--- src/rtl/sel_scan_pkg.sv ---
// Shared types and constants for the LED select scanner.
// State encoding for the key debouncer, default terminal counts, step helper.
package sel_scan_pkg;

    typedef enum logic [1:0] {
        IDLE       = 2'd0,
        PRESS_FILT = 2'd1,
        HOLD       = 2'd2,
        REL_FILT   = 2'd3
    } deb_state_t;

    localparam logic [19:0] DEB_CNT_MAX_DEF = 20'd999_999;
    localparam logic [25:0] DWELL_MAX_DEF   = 26'd49_999_999;

    // Two-bit arithmetic gives the 3->0 and 0->3 wrap for free.
    function automatic logic [1:0] next_sel(input logic [1:0] cur, input logic down);
        return down ? (cur - 2'd1) : (cur + 2'd1);
    endfunction

endpackage

--- src/rtl/sel_scan_key_filter.sv ---
// Push-button conditioner: 2-flop synchronizer followed by a press/release
// debounce FSM that emits one key_flag pulse per debounced press.
module key_filter
    import sel_scan_pkg::*;
#(
    parameter logic [19:0] DEB_CNT_MAX = DEB_CNT_MAX_DEF
) (
    input  logic sys_clk,
    input  logic sys_rst_n,
    input  logic key_in,
    output logic key_flag
);

    logic        key_s1;
    logic        key_s2;
    deb_state_t  state;
    logic [19:0] deb_cnt;

    // Synchronizer flops reset high so a key held through reset is seen as a fresh press.
    always_ff @(posedge sys_clk) begin
        if (!sys_rst_n) begin
            key_s1   <= 1'b1;
            key_s2   <= 1'b1;
            state    <= IDLE;
            deb_cnt  <= 20'd0;
            key_flag <= 1'b0;
        end else begin
            key_s1   <= key_in;
            key_s2   <= key_s1;
            key_flag <= 1'b0;
            case (state)
                IDLE: begin
                    if (!key_s2) begin
                        state   <= PRESS_FILT;
                        deb_cnt <= 20'd0;
                    end
                end
                PRESS_FILT: begin
                    if (key_s2) begin
                        state   <= IDLE;
                        deb_cnt <= 20'd0;
                    end else if (deb_cnt == DEB_CNT_MAX) begin
                        state    <= HOLD;
                        deb_cnt  <= 20'd0;
                        key_flag <= 1'b1;
                    end else begin
                        deb_cnt <= deb_cnt + 20'd1;
                    end
                end
                HOLD: begin
                    if (key_s2) begin
                        state   <= REL_FILT;
                        deb_cnt <= 20'd0;
                    end
                end
                REL_FILT: begin
                    if (!key_s2) begin
                        state   <= HOLD;
                        deb_cnt <= 20'd0;
                    end else if (deb_cnt == DEB_CNT_MAX) begin
                        state   <= IDLE;
                        deb_cnt <= 20'd0;
                    end else begin
                        deb_cnt <= deb_cnt + 20'd1;
                    end
                end
                default: begin
                    state   <= IDLE;
                    deb_cnt <= 20'd0;
                end
            endcase
        end
    end

endmodule

--- src/rtl/sel_scan.sv ---
// 2-bit LED select scanner: steps on debounced key presses (manual) or every
// dwell period (auto). Optional SEL_DOWN_EN adds a 'dir' port for down-counting.
module sel_scan
    import sel_scan_pkg::*;
#(
    parameter logic [19:0] DEB_CNT_MAX = DEB_CNT_MAX_DEF,
    parameter logic [25:0] DWELL_MAX   = DWELL_MAX_DEF
) (
    input  logic       sys_clk,
    input  logic       sys_rst_n,
    input  logic       key_in,
    input  logic       mode,
`ifdef SEL_DOWN_EN
    input  logic       dir,
`endif
    output logic [1:0] a,
    output logic       a_vld
);

    logic        key_flag;
    logic        mode_q;
    logic        down;
    logic [25:0] dwell_cnt;

`ifdef SEL_DOWN_EN
    assign down = dir;
`else
    assign down = 1'b0;
`endif

    key_filter #(
        .DEB_CNT_MAX(DEB_CNT_MAX)
    ) u_key_filter (
        .sys_clk  (sys_clk),
        .sys_rst_n(sys_rst_n),
        .key_in   (key_in),
        .key_flag (key_flag)
    );

    // mode_q loads the live mode in reset so leaving reset is not seen as a mode change.
    always_ff @(posedge sys_clk) begin
        if (!sys_rst_n) begin
            a         <= 2'b00;
            a_vld     <= 1'b0;
            dwell_cnt <= 26'd0;
            mode_q    <= mode;
        end else begin
            a_vld  <= 1'b0;
            mode_q <= mode;
            if (mode) begin
                if (mode != mode_q) begin
                    dwell_cnt <= 26'd0;
                end else if (dwell_cnt == DWELL_MAX) begin
                    dwell_cnt <= 26'd0;
                    a         <= next_sel(a, down);
                    a_vld     <= 1'b1;
                end else begin
                    dwell_cnt <= dwell_cnt + 26'd1;
                end
            end else begin
                dwell_cnt <= 26'd0;
                if (key_flag) begin
                    a     <= next_sel(a, down);
                    a_vld <= 1'b1;
                end
            end
        end
    end

endmodule

--- config.mk ---
export PLATFORM = sky130hd
export DESIGN_NAME = sel_scan
export DESIGN_NICKNAME = d
export VERILOG_FILES = /design/src/rtl/sel_scan_pkg.sv /design/src/rtl/sel_scan_key_filter.sv /design/src/rtl/sel_scan.sv
export SDC_FILE = /design/constraint.sdc
export NUM_CORES = 1
export LEC_CHECK = 0
export CELL_PAD_IN_SITES_DETAIL_PLACEMENT = 1
export CELL_PAD_IN_SITES_GLOBAL_PLACEMENT = 1
export CORE_MARGIN = 3
export CORE_UTILIZATION = 45
export CTS_CLUSTER_DIAMETER = 80
export DETAILED_ROUTE_END_ITERATION = 6
export PLACE_DENSITY = 0.77
export SYNTH_ARGS = -nofsm -noshare
export SYNTH_HDL_FRONTEND = slang
export SYNTH_HIERARCHICAL = 1
export SYNTH_SLANG_ARGS = --single-unit
--- constraint.sdc ---
create_clock -name sys_clk -period 2.5 [get_ports sys_clk]
set_clock_uncertainty 0.1 [all_clocks]
set_input_delay 0.625 -clock sys_clk [delete_from_list [all_inputs] [get_ports sys_clk]]
set_output_delay 0.625 -clock sys_clk [all_outputs]
set_load 0.005 [all_outputs]
Yosys cells after proc, flatten, opt, wreduce, memory -nomap -nowiden --
Index checks and enable logic that the tools add are counted. Widths: inputs -> output; s select.
Word-level totals: output and inout port bits 3, word-level logic and storage cells 56, flip-flop bits (word level) 55, input bits 4
Operators by class: reductions and logical operators 7, bitwise gates (word level) 3, equality and inequality tests 12, mux-type cells 22, add/subtract/negate cells 3
Operators with widths (count):
- $mux 20 | 5
- $pmux 20 s4 | 1
- $add 26x1->26 const B | 1
- $eq 26x26->1 const B | 1
- $add 20x1->20 const B | 1
- $eq 20x20->1 const B | 1
- $mux 2 | 10
- $pmux 2 s4 | 1
- $mux 1 | 5
- $eq 2x2->1 const B | 2
- $ne 2x1->1 const B | 2
- $ne 2x2->1 const B | 2
- $reduce_and 4->1 | 1
- $reduce_or 4->1 | 1
- $ne 3x1->1 const B | 1
- $ne 3x3->1 const B | 1
- $not 1->1 | 3
- $reduce_and 3->1 | 1
- $reduce_or 3->1 | 1
- $add 2x1->2 const B | 1
- $eq 2x1->1 const B | 1
- $logic_not 2->1 | 1
- $reduce_and 2->1 | 1
- $reduce_bool 2->1 | 1
- $ne 1x1->1 | 1

Longest topological paths before layout --
Gate-level depths: netlist (run 1).
depth after elaboration 4, mapped depth 6, depth with buffers taken out 6

Hierarchy --
Netlist (run 1), hierarchy kept.
By module, submodules not included:
- sel_scan | area each 1547.7 µm², cells each 172, instances 1
- key_filter | area each 1366.3 µm², cells each 159, instances 1

Least setup slack after synthesis (run 1) --
Ideal clock, no wire load.
kind flip-flop to flip-flop, start point register u_key_filter.deb_cnt[0], end point register u_key_filter.deb_cnt[16], data arrival time 1650 ps, cell stages (with the launch flop) 6, setup time 62 ps, setup slack 688 ps, required time 2338 ps, cell sequence dfxtp_1 > ha_1 > nand3_2 > or4_4 > or3_1 > nand3_1
On the way: cells in the longest elaborated chain, start to end 4, elaborated cells between the ends (all ways) 6
Ends and longest elaborated chain:
- from (decl) | RTL line sel_scan_key_filter.sv:17 | logic [19:0] deb_cnt;
- from (signal assigned) | RTL line sel_scan_key_filter.sv:47 | deb_cnt <= deb_cnt + 20'd1;
- from (signal assigned) | RTL line sel_scan_key_filter.sv:64 | deb_cnt <= deb_cnt + 20'd1;
- $add 20x1->20 or $eq 20x20->1 (tied branches)
- $mux 20 * | RTL line sel_scan_key_filter.sv:42, sel_scan_key_filter.sv:60
- $mux 20, on equally long branches | RTL line sel_scan_key_filter.sv:57, sel_scan_key_filter.sv:39
- $pmux 20 s4 * | RTL line sel_scan_key_filter.sv:31 | case (state)
Mark *: on every way between the ends. The rest lies on a longest branch, timed or not. A chain may end at the register's enable or synchronous reset.

Worst setup path in the final report (run 1) --
start point register dwell_cnt[0], end point register dwell_cnt[4]
On the way: cells in the longest elaborated chain, start to end 2, elaborated cells between the ends (all ways) 3
Ends and longest elaborated chain:
- from (decl) | RTL line sel_scan.sv:23 | logic [25:0] dwell_cnt;
- from (signal assigned) | RTL line sel_scan.sv:58 | dwell_cnt <= dwell_cnt + 26'd1;
- branches (longest 2 deep; another with $add 26x1->26)
Parallel ways; which one is timed is not known.

==> impl_metrics.env, run 1 <==
export IMPL_slew_violations=0
export IMPL_hold_end="u_key_filter/key_s2"
export IMPL_hp_start="u_key_filter/key_s1"
export IMPL_critical_path_endpoint_type="flop"
export IMPL_viasPerCell=6.01
export IMPL_dieArea_um2=7480
export IMPL_antenna_found_initial=0
export IMPL_syn_cell_area_um2=2910
export IMPL_avgSynthCellArea_um2=8.80
export IMPL_tightest_slew_ns=1.03
export IMPL_insertion_delay_ns=0.32
export IMPL_post_drt_wl_per_cell_um=16.8
export IMPL_nets=351
export IMPL_ff_latch_area_um2=1100
export IMPL_max_stage_delay_ns=0.81
export IMPL_row_count=28
export IMPL_layout_worst_path_cycle_share_pct=88.1
export IMPL_synth_edff_count=0
export IMPL_p_leak_nw=1.05
export IMPL_critPathArrivalTime_ns=2.26
export IMPL_min_period_ns=2.20
export IMPL_ios=7
export IMPL_ant_nets=0
export IMPL_cts_inserted_buffers=5
export IMPL_cp_cell_sequence="ha_1 > and2_1 > nand3_1 > o21bai_2 > nor2_1"
export IMPL_setup_viol=0
export IMPL_cp_slowest_cell="o21bai_2"
export IMPL_drtIter0Drc=94
export IMPL_wl_met3_um=171
export IMPL_utilization_pct=52.0
export IMPL_track_usage_pct=20.0
export IMPL_power_per_cell_area_nw_per_um2=482
export IMPL_ys_seq_area_share_pct=37.8
export IMPL_gp_congestion=0.768
export IMPL_hold_class="reg -> reg"
export IMPL_synth_most_common_cell="dfxtp_1"
export IMPL_start_kind="flop"
export IMPL_r2r_end="dwell_cnt[4]"
export IMPL_rrSetupSlack_ns=0.30
export IMPL_clk_path_buf_depth=2
export IMPL_grt_first_pass_wirelength_mm=12.0
export IMPL_overflow=0
export IMPL_start_util_pct=47.8
export IMPL_grt_pass1_vias=2530
export IMPL_cts_num_sinks=55
export IMPL_antenna_cells=0
export IMPL_postCtsHoldBufs=0
export IMPL_fp_dieW_um=86.5
export IMPL_netlist_instances=331
export IMPL_r2r_cells=5
export IMPL_fmaxAchievable_mhz=454
export IMPL_finalSetupTns_ns=0
export IMPL_route_top_layer_used="met4"
export IMPL_synthFlopType="dfxtp_1"
export IMPL_slew_headroom_pct=31.4
export IMPL_core_area_um2=6100
export IMPL_outcome="completed"
export IMPL_critPathRequiredTime_ns=2.55
export IMPL_netlist_top_cells_count="55 x dfxtp_1, 33 x nand2_1, 26 x nand3_1, 16 x nor2_1"
export IMPL_yosysWarnings=6
export IMPL_cts_setup_buffers=0
export IMPL_clockRootBuffer="clkbuf_8"
export IMPL_wl_met2_mm=3.46
export IMPL_drive_gt1_share_pct=11.9
export IMPL_cts_tree="done"
export IMPL_yosys_top_cells_area="dfxtp_1 38%, nand3_1 4.5%, nand2_1 4.3%, xor2_1 3.9%, or3_1 2.6%"
export IMPL_path_max_fanout=24
export IMPL_hpwl_mm=5.08
export IMPL_cts_clk_slew_worst_paths_ns=0.10
export IMPL_grt_max_degree=25
export IMPL_dr_total_vias=2525
export IMPL_drt_first_pass_iters=4
export IMPL_drt_total_wl_mm=7.04
export IMPL_synth_distinct_cells=64
export IMPL_r2r_start="dwell_cnt[0]"
export IMPL_syn_nets=338
export IMPL_wl_met1_mm=3.32
export IMPL_grt_setup_unrepaired="no"
export IMPL_crit_type="reg -> reg"
export IMPL_fp_dieH_um=86.5
export IMPL_fillers=746
export IMPL_htreeDepth=2
export IMPL_area_growth_pct=8.76
export IMPL_portBuffers=6
export IMPL_drc_errors=0
export IMPL_async_flop_share_pct=0
export IMPL_yosysTopAreaCellShare_pct=37.8
export IMPL_drv_cap=0
export IMPL_multi_input_area_um2=1690
export IMPL_synth_seq_cells=55
export IMPL_post_cts_resized=0
export IMPL_min_delay_path_depth=1
export IMPL_final_hold_violation_count=0
export IMPL_yosysTopAreaCell="dfxtp_1"
export IMPL_ir_drop_mv=0.239
[final cells by class]
| type | instances | share of cell area (%) |
|---|---|---|
| well taps | 75 | 2.96 |
| multi-input cells | 255 | 53.2 |
| repair buffers | 18 | 4.74 |
| clock buffers | 7 | 3.04 |
| flip-flops and latches | 55 | 34.7 |
| inverters | 9 | 1.07 |
| clock inverters | 1 | 0.237 |
[state kept, by name (all words and copies together) (netlist names), named ones only]
| register | count |
|---|---|
| a | 2 |
| a_vld | 1 |
| dwell_cnt | 26 |
| mode_q | 1 |
| u_key_filter/deb_cnt | 20 |
| u_key_filter/key_flag | 1 |
| u_key_filter/key_s1 | 1 |
| u_key_filter/key_s2 | 1 |
| u_key_filter/state | 1 |
[how the worst max path moves through the flow]
stage                                  startpoint                       end  slack [ns]
after floorplan           u_key_filter/deb_cnt[0]  u_key_filter/deb_cnt[16]        0.69
after global placement                       mode             dwell_cnt[20]        0.20
after detailed placement                     mode             dwell_cnt[20]        0.11
after CTS                            dwell_cnt[0]              dwell_cnt[4]        0.27
after global routing                 dwell_cnt[0]              dwell_cnt[4]        0.11
final                                dwell_cnt[0]              dwell_cnt[4]        0.30
[per-layer routing]
metal	track usage (%)	up-vias
li1	-	1259
met1	24.4	1234
met2	34.8	22
met3	4.09	10
met4	7.22	0
met5	0	-
[worst max-delay path, delay by kind of cell (launching register included)]
family          cells  cell delay (ns)
compound gates      1             0.81
simple gates        3             0.50
flops               1             0.38
fa+ha+maj           1             0.25
[report_power, final]
group | internal (mW) | switching [mW]
combinational | 0.0409 | 0.0386
clock | 0.253 | 0.296
sequential | 0.887 | 0.0134
[cell families (layout without fill, tap and decap cells)]
| logic type | count (synthesis) | in the layout | share of synthesized area (%) |
|---|---|---|---|
| AO/OA/AOI/OAI | 60 | 60 | 14.3 |
| XOR/XNOR | 19 | 19 | 5.71 |
| flip-flops | 55 | 55 | 37.8 |
| multiplexers | 1 | 1 | 0.344 |
| adder cells (fa/ha/maj) | 3 | 3 | 1.29 |
| buffers and inverters | 21 | 35 | 4.34 |
| AND/OR/NAND/NOR | 172 | 172 | 36.2 |
[stage by stage]
| stage | cells | power (mW) | setup WS (ns) | area (um^2) | hold WS [ns] |
|---|---|---|---|---|---|
| CTS | 420 | 1.55 | 0.265 | 3170 | 0.334 |
| global placement | 412 | 0.998 | 0.199 | 3070 | 0.301 |
| detailed placement | 412 | 1.00 | 0.108 | 3070 | 0.303 |
| finish | 420 | 1.53 | 0.298 | 3170 | 0.329 |
| global route | 420 | 1.60 | 0.108 | 3170 | 0.352 |
| floorplan | 331 | 0.961 | 0.688 | 2910 | 0.286 |
[cells in the final DEF, fill, tap and decap left out, types with 5 or more instances in the layout]
| master | Yosys | final |
|---|---|---|
| and2_1 | 6 | 6 |
| nand4_1 | 10 | 10 |
| buf_4 | 1 | 12 |
| xor2_1 | 13 | 13 |
| and3_1 | 7 | 7 |
| or4_1 | 5 | 5 |
| o2111ai_1 | 5 | 5 |
| a21oi_1 | 14 | 14 |
| dfxtp_1 | 55 | 55 |
| nand2_1 | 33 | 33 |
| clkbuf_8 | 0 | 7 |
| nor4_1 | 5 | 5 |
| nor2_1 | 16 | 16 |
| nand3_1 | 26 | 26 |
| xnor2_1 | 6 | 6 |
| nor3_1 | 9 | 9 |
| inv_1 | 9 | 9 |
| or3_1 | 12 | 12 |
| clkdlybuf4s50_1 | 0 | 6 |
| o21ai_0 | 14 | 14 |
| nor4b_1 | 5 | 5 |
No activity file was read; power rests on OpenSTA's default activity.
==> run 2: changes to the inputs <==
--- a/config.mk
+++ b/config.mk
@@ -9,7 +9,6 @@
 export CELL_PAD_IN_SITES_GLOBAL_PLACEMENT = 1
 export CORE_MARGIN = 3
 export CORE_UTILIZATION = 45
-export CTS_CLUSTER_DIAMETER = 80
 export DETAILED_ROUTE_END_ITERATION = 6
 export PLACE_DENSITY = 0.77
 export SYNTH_ARGS = -nofsm -noshare
==> results of run 2 <==
Final layout, timing and power as in run 1 (identical DEF).
==> run 3: changes to the inputs <==
--- a/config.mk
+++ b/config.mk
@@ -9,6 +9,7 @@
 export CELL_PAD_IN_SITES_GLOBAL_PLACEMENT = 1
 export CORE_MARGIN = 3
 export CORE_UTILIZATION = 45
+export CTS_BUF_LIST = sky130_fd_sc_hd__clkbuf_16
 export DETAILED_ROUTE_END_ITERATION = 6
 export PLACE_DENSITY = 0.77
 export SYNTH_ARGS = -nofsm -noshare
==> run 3 against run 2 <==
Net effect:
- core utilization up 0.60 points
- largest cell class unchanged
- setup slack gained 0.011 ns
- worst hold slack worse by 0.0086 ns
- register-to-register slack about the same
==> impl_metrics.env, run 3 (synthesis gave the netlist of run 1 again) <==
export IMPL_layout_common_cells="55 x dfxtp_1, 33 x nand2_1, 26 x nand3_1"
export IMPL_power_mw=1.65
export IMPL_largest_reg_flops=26
export IMPL_cts_inserted_buffers=5
export IMPL_critical_path_endpoint_type="flop"
export IMPL_row_count=28
export IMPL_swShare_pct=21.9
export IMPL_max_stage_delay_ns=0.86
export IMPL_cp_slowest_cell="o21bai_2"
export IMPL_fillers=734
export IMPL_final_common_cell="dfxtp_1"
export IMPL_insertion_delay_ns=0.29
export IMPL_finalSetupTns_ns=0
export IMPL_top_regs="dwell_cnt x26, u_key_filter/deb_cnt x20, a x2"
export IMPL_hpwl_mm=5.08
export IMPL_post_cts_resized=0
export IMPL_area_growth_pct=10.0
export IMPL_clockRootBuffer="clkbuf_16"
export IMPL_rrSetupSlack_ns=0.31
export IMPL_post_drt_wl_per_cell_um=16.6
export IMPL_cp_cell_sequence="nor4_1 > nand4_1 > o21bai_2 > nor2_1"
export IMPL_p_leak_nw=1.06
export IMPL_postCtsHoldBufs=0
export IMPL_grt_pass1_vias=2532
export IMPL_r2r_cells=4
export IMPL_track_usage_pct=20.1
export IMPL_grt_max_degree=25
export IMPL_overflow=0
export IMPL_nets=351
export IMPL_outcome="completed"
export IMPL_internal_power_mw=1.29
export IMPL_fp_dieW_um=86.5
export IMPL_clk_path_buf_depth=2
export IMPL_hold_class="reg -> reg"
export IMPL_layout_worst_path_cycle_share_pct=87.7
export IMPL_start_kind="flop"
export IMPL_cts_setup_buffers=0
export IMPL_drive_gt1_share_pct=11.3
export IMPL_fp_dieH_um=86.5
export IMPL_antenna_found_initial=0
export IMPL_ant_nets=0
export IMPL_slew_headroom_pct=30.9
export IMPL_clkPwrFrac_pct=40.8
export IMPL_fmaxAchievable_mhz=456
export IMPL_drtIter0Drc=80
export IMPL_pwr_share_comb_pct=4.8
export IMPL_min_period_ns=2.19
export IMPL_drt_first_pass_iters=4
export IMPL_drc_errors=0
export IMPL_gp_congestion=0.768
export IMPL_cts_tree="done"
export IMPL_min_delay_path_depth=1
export IMPL_drv_cap=0
export IMPL_fin_hold_ws_ns=0.321
export IMPL_seq_power_share_pct=54.4
export IMPL_setup_viol=0
export IMPL_r2r_end="dwell_cnt[4]"
export IMPL_drt_total_wl_mm=6.97
export IMPL_viasPerCell=6.00
export IMPL_critPathArrivalTime_ns=2.22
export IMPL_dieArea_um2=7480
export IMPL_crit_type="reg -> reg"
export IMPL_dr_total_vias=2519
export IMPL_largest_register="dwell_cnt"
export IMPL_power_per_cell_area_nw_per_um2=516
export IMPL_critPathRequiredTime_ns=2.53
export IMPL_ir_drop_mv=0.382
export IMPL_final_hold_violation_count=0
export IMPL_tightest_slew_ns=1.04
export IMPL_cts_num_sinks=55
export IMPL_crit_buf_inv=0
export IMPL_r2r_start="dwell_cnt[18]"
export IMPL_core_area_um2=6100
export IMPL_hp_start="u_key_filter/key_s1"
export IMPL_grt_setup_unrepaired="no"
export IMPL_grt_first_pass_wirelength_mm=12.0
export IMPL_ios=7
export IMPL_antenna_cells=0
export IMPL_slew_violations=0
export IMPL_cts_clk_slew_worst_paths_ns=0.07
export IMPL_cpLargestDelayFamily="compound AO/OA/AOI/OAI gates"
export IMPL_hold_end="u_key_filter/key_s2"
export IMPL_utilization_pct=52.6
export IMPL_start_util_pct=47.8
export IMPL_switchingPower_uw=362
export IMPL_portBuffers=6
export IMPL_path_max_fanout=24
export IMPL_htreeDepth=2
-- run 3: cell types whose count changed in the layout (fill, tap and decap cells not counted), sizes merged --
cell / previous run / this run
clkinv: 0 / 2
clkbuf: 7 / 5
-- run 3: power groups by stage --
stage          sequential (mW)  clock [mW]  combinational (mW)
2_1_floorplan            0.918           0              0.0436
3_3_place_gp             0.920           0              0.0781
3_5_place_dp             0.921           0              0.0802
4_1_cts                  0.900       0.697              0.0808
5_1_grt                  0.902       0.734              0.0883
6_report                 0.900       0.674              0.0794
-- run 3: metal layers --
metal,track usage (%),vias to the layer above,routed length [um]
li1,-,1268,-
met1,24.3,1221,3280
met2,35.3,20,3460
met3,3.90,10,120
met4,6.94,0,114
met5,0,-,0
-- run 3: layout make-up --
cell class              count  area, um^2  area share [%]
well taps                  75        93.8            2.93
multi-input cells         255        1690            52.6
repair buffers             18         150            4.68
clock buffers               5         125            3.90
clock inverters             3        15.0           0.468
flip-flops and latches     55        1100            34.3
inverters                   9        33.8            1.05
-- run 3: worst max-delay path by stage --
stage                                  from                  endpoint  slack [ns]  cells past startpoint
detailed placement                     mode             dwell_cnt[20]        0.11                      5
global route                   dwell_cnt[0]              dwell_cnt[4]        0.11                      5
finish                        dwell_cnt[18]              dwell_cnt[4]        0.31                      4
global placement                       mode             dwell_cnt[20]        0.20                      5
CTS                            dwell_cnt[0]              dwell_cnt[4]        0.27                      5
floorplan           u_key_filter/deb_cnt[0]  u_key_filter/deb_cnt[16]        0.69                      5
-- run 3: worst register-to-register path: stages (launching register included) --
cell and delay, ns:
dfxtp_1 0.39, nor4_1 0.33, nand4_1 0.20, o21bai_2 0.86
nor2_1 0.15
-- run 3: metrics by stage --
step	worst slack, ns	instance area (um^2)	std cells
floorplan	0.688	2910	331
global placement	0.199	3070	412
detailed placement	0.108	3070	412
CTS	0.265	3210	420
global route	0.105	3210	420
finish	0.309	3210	420
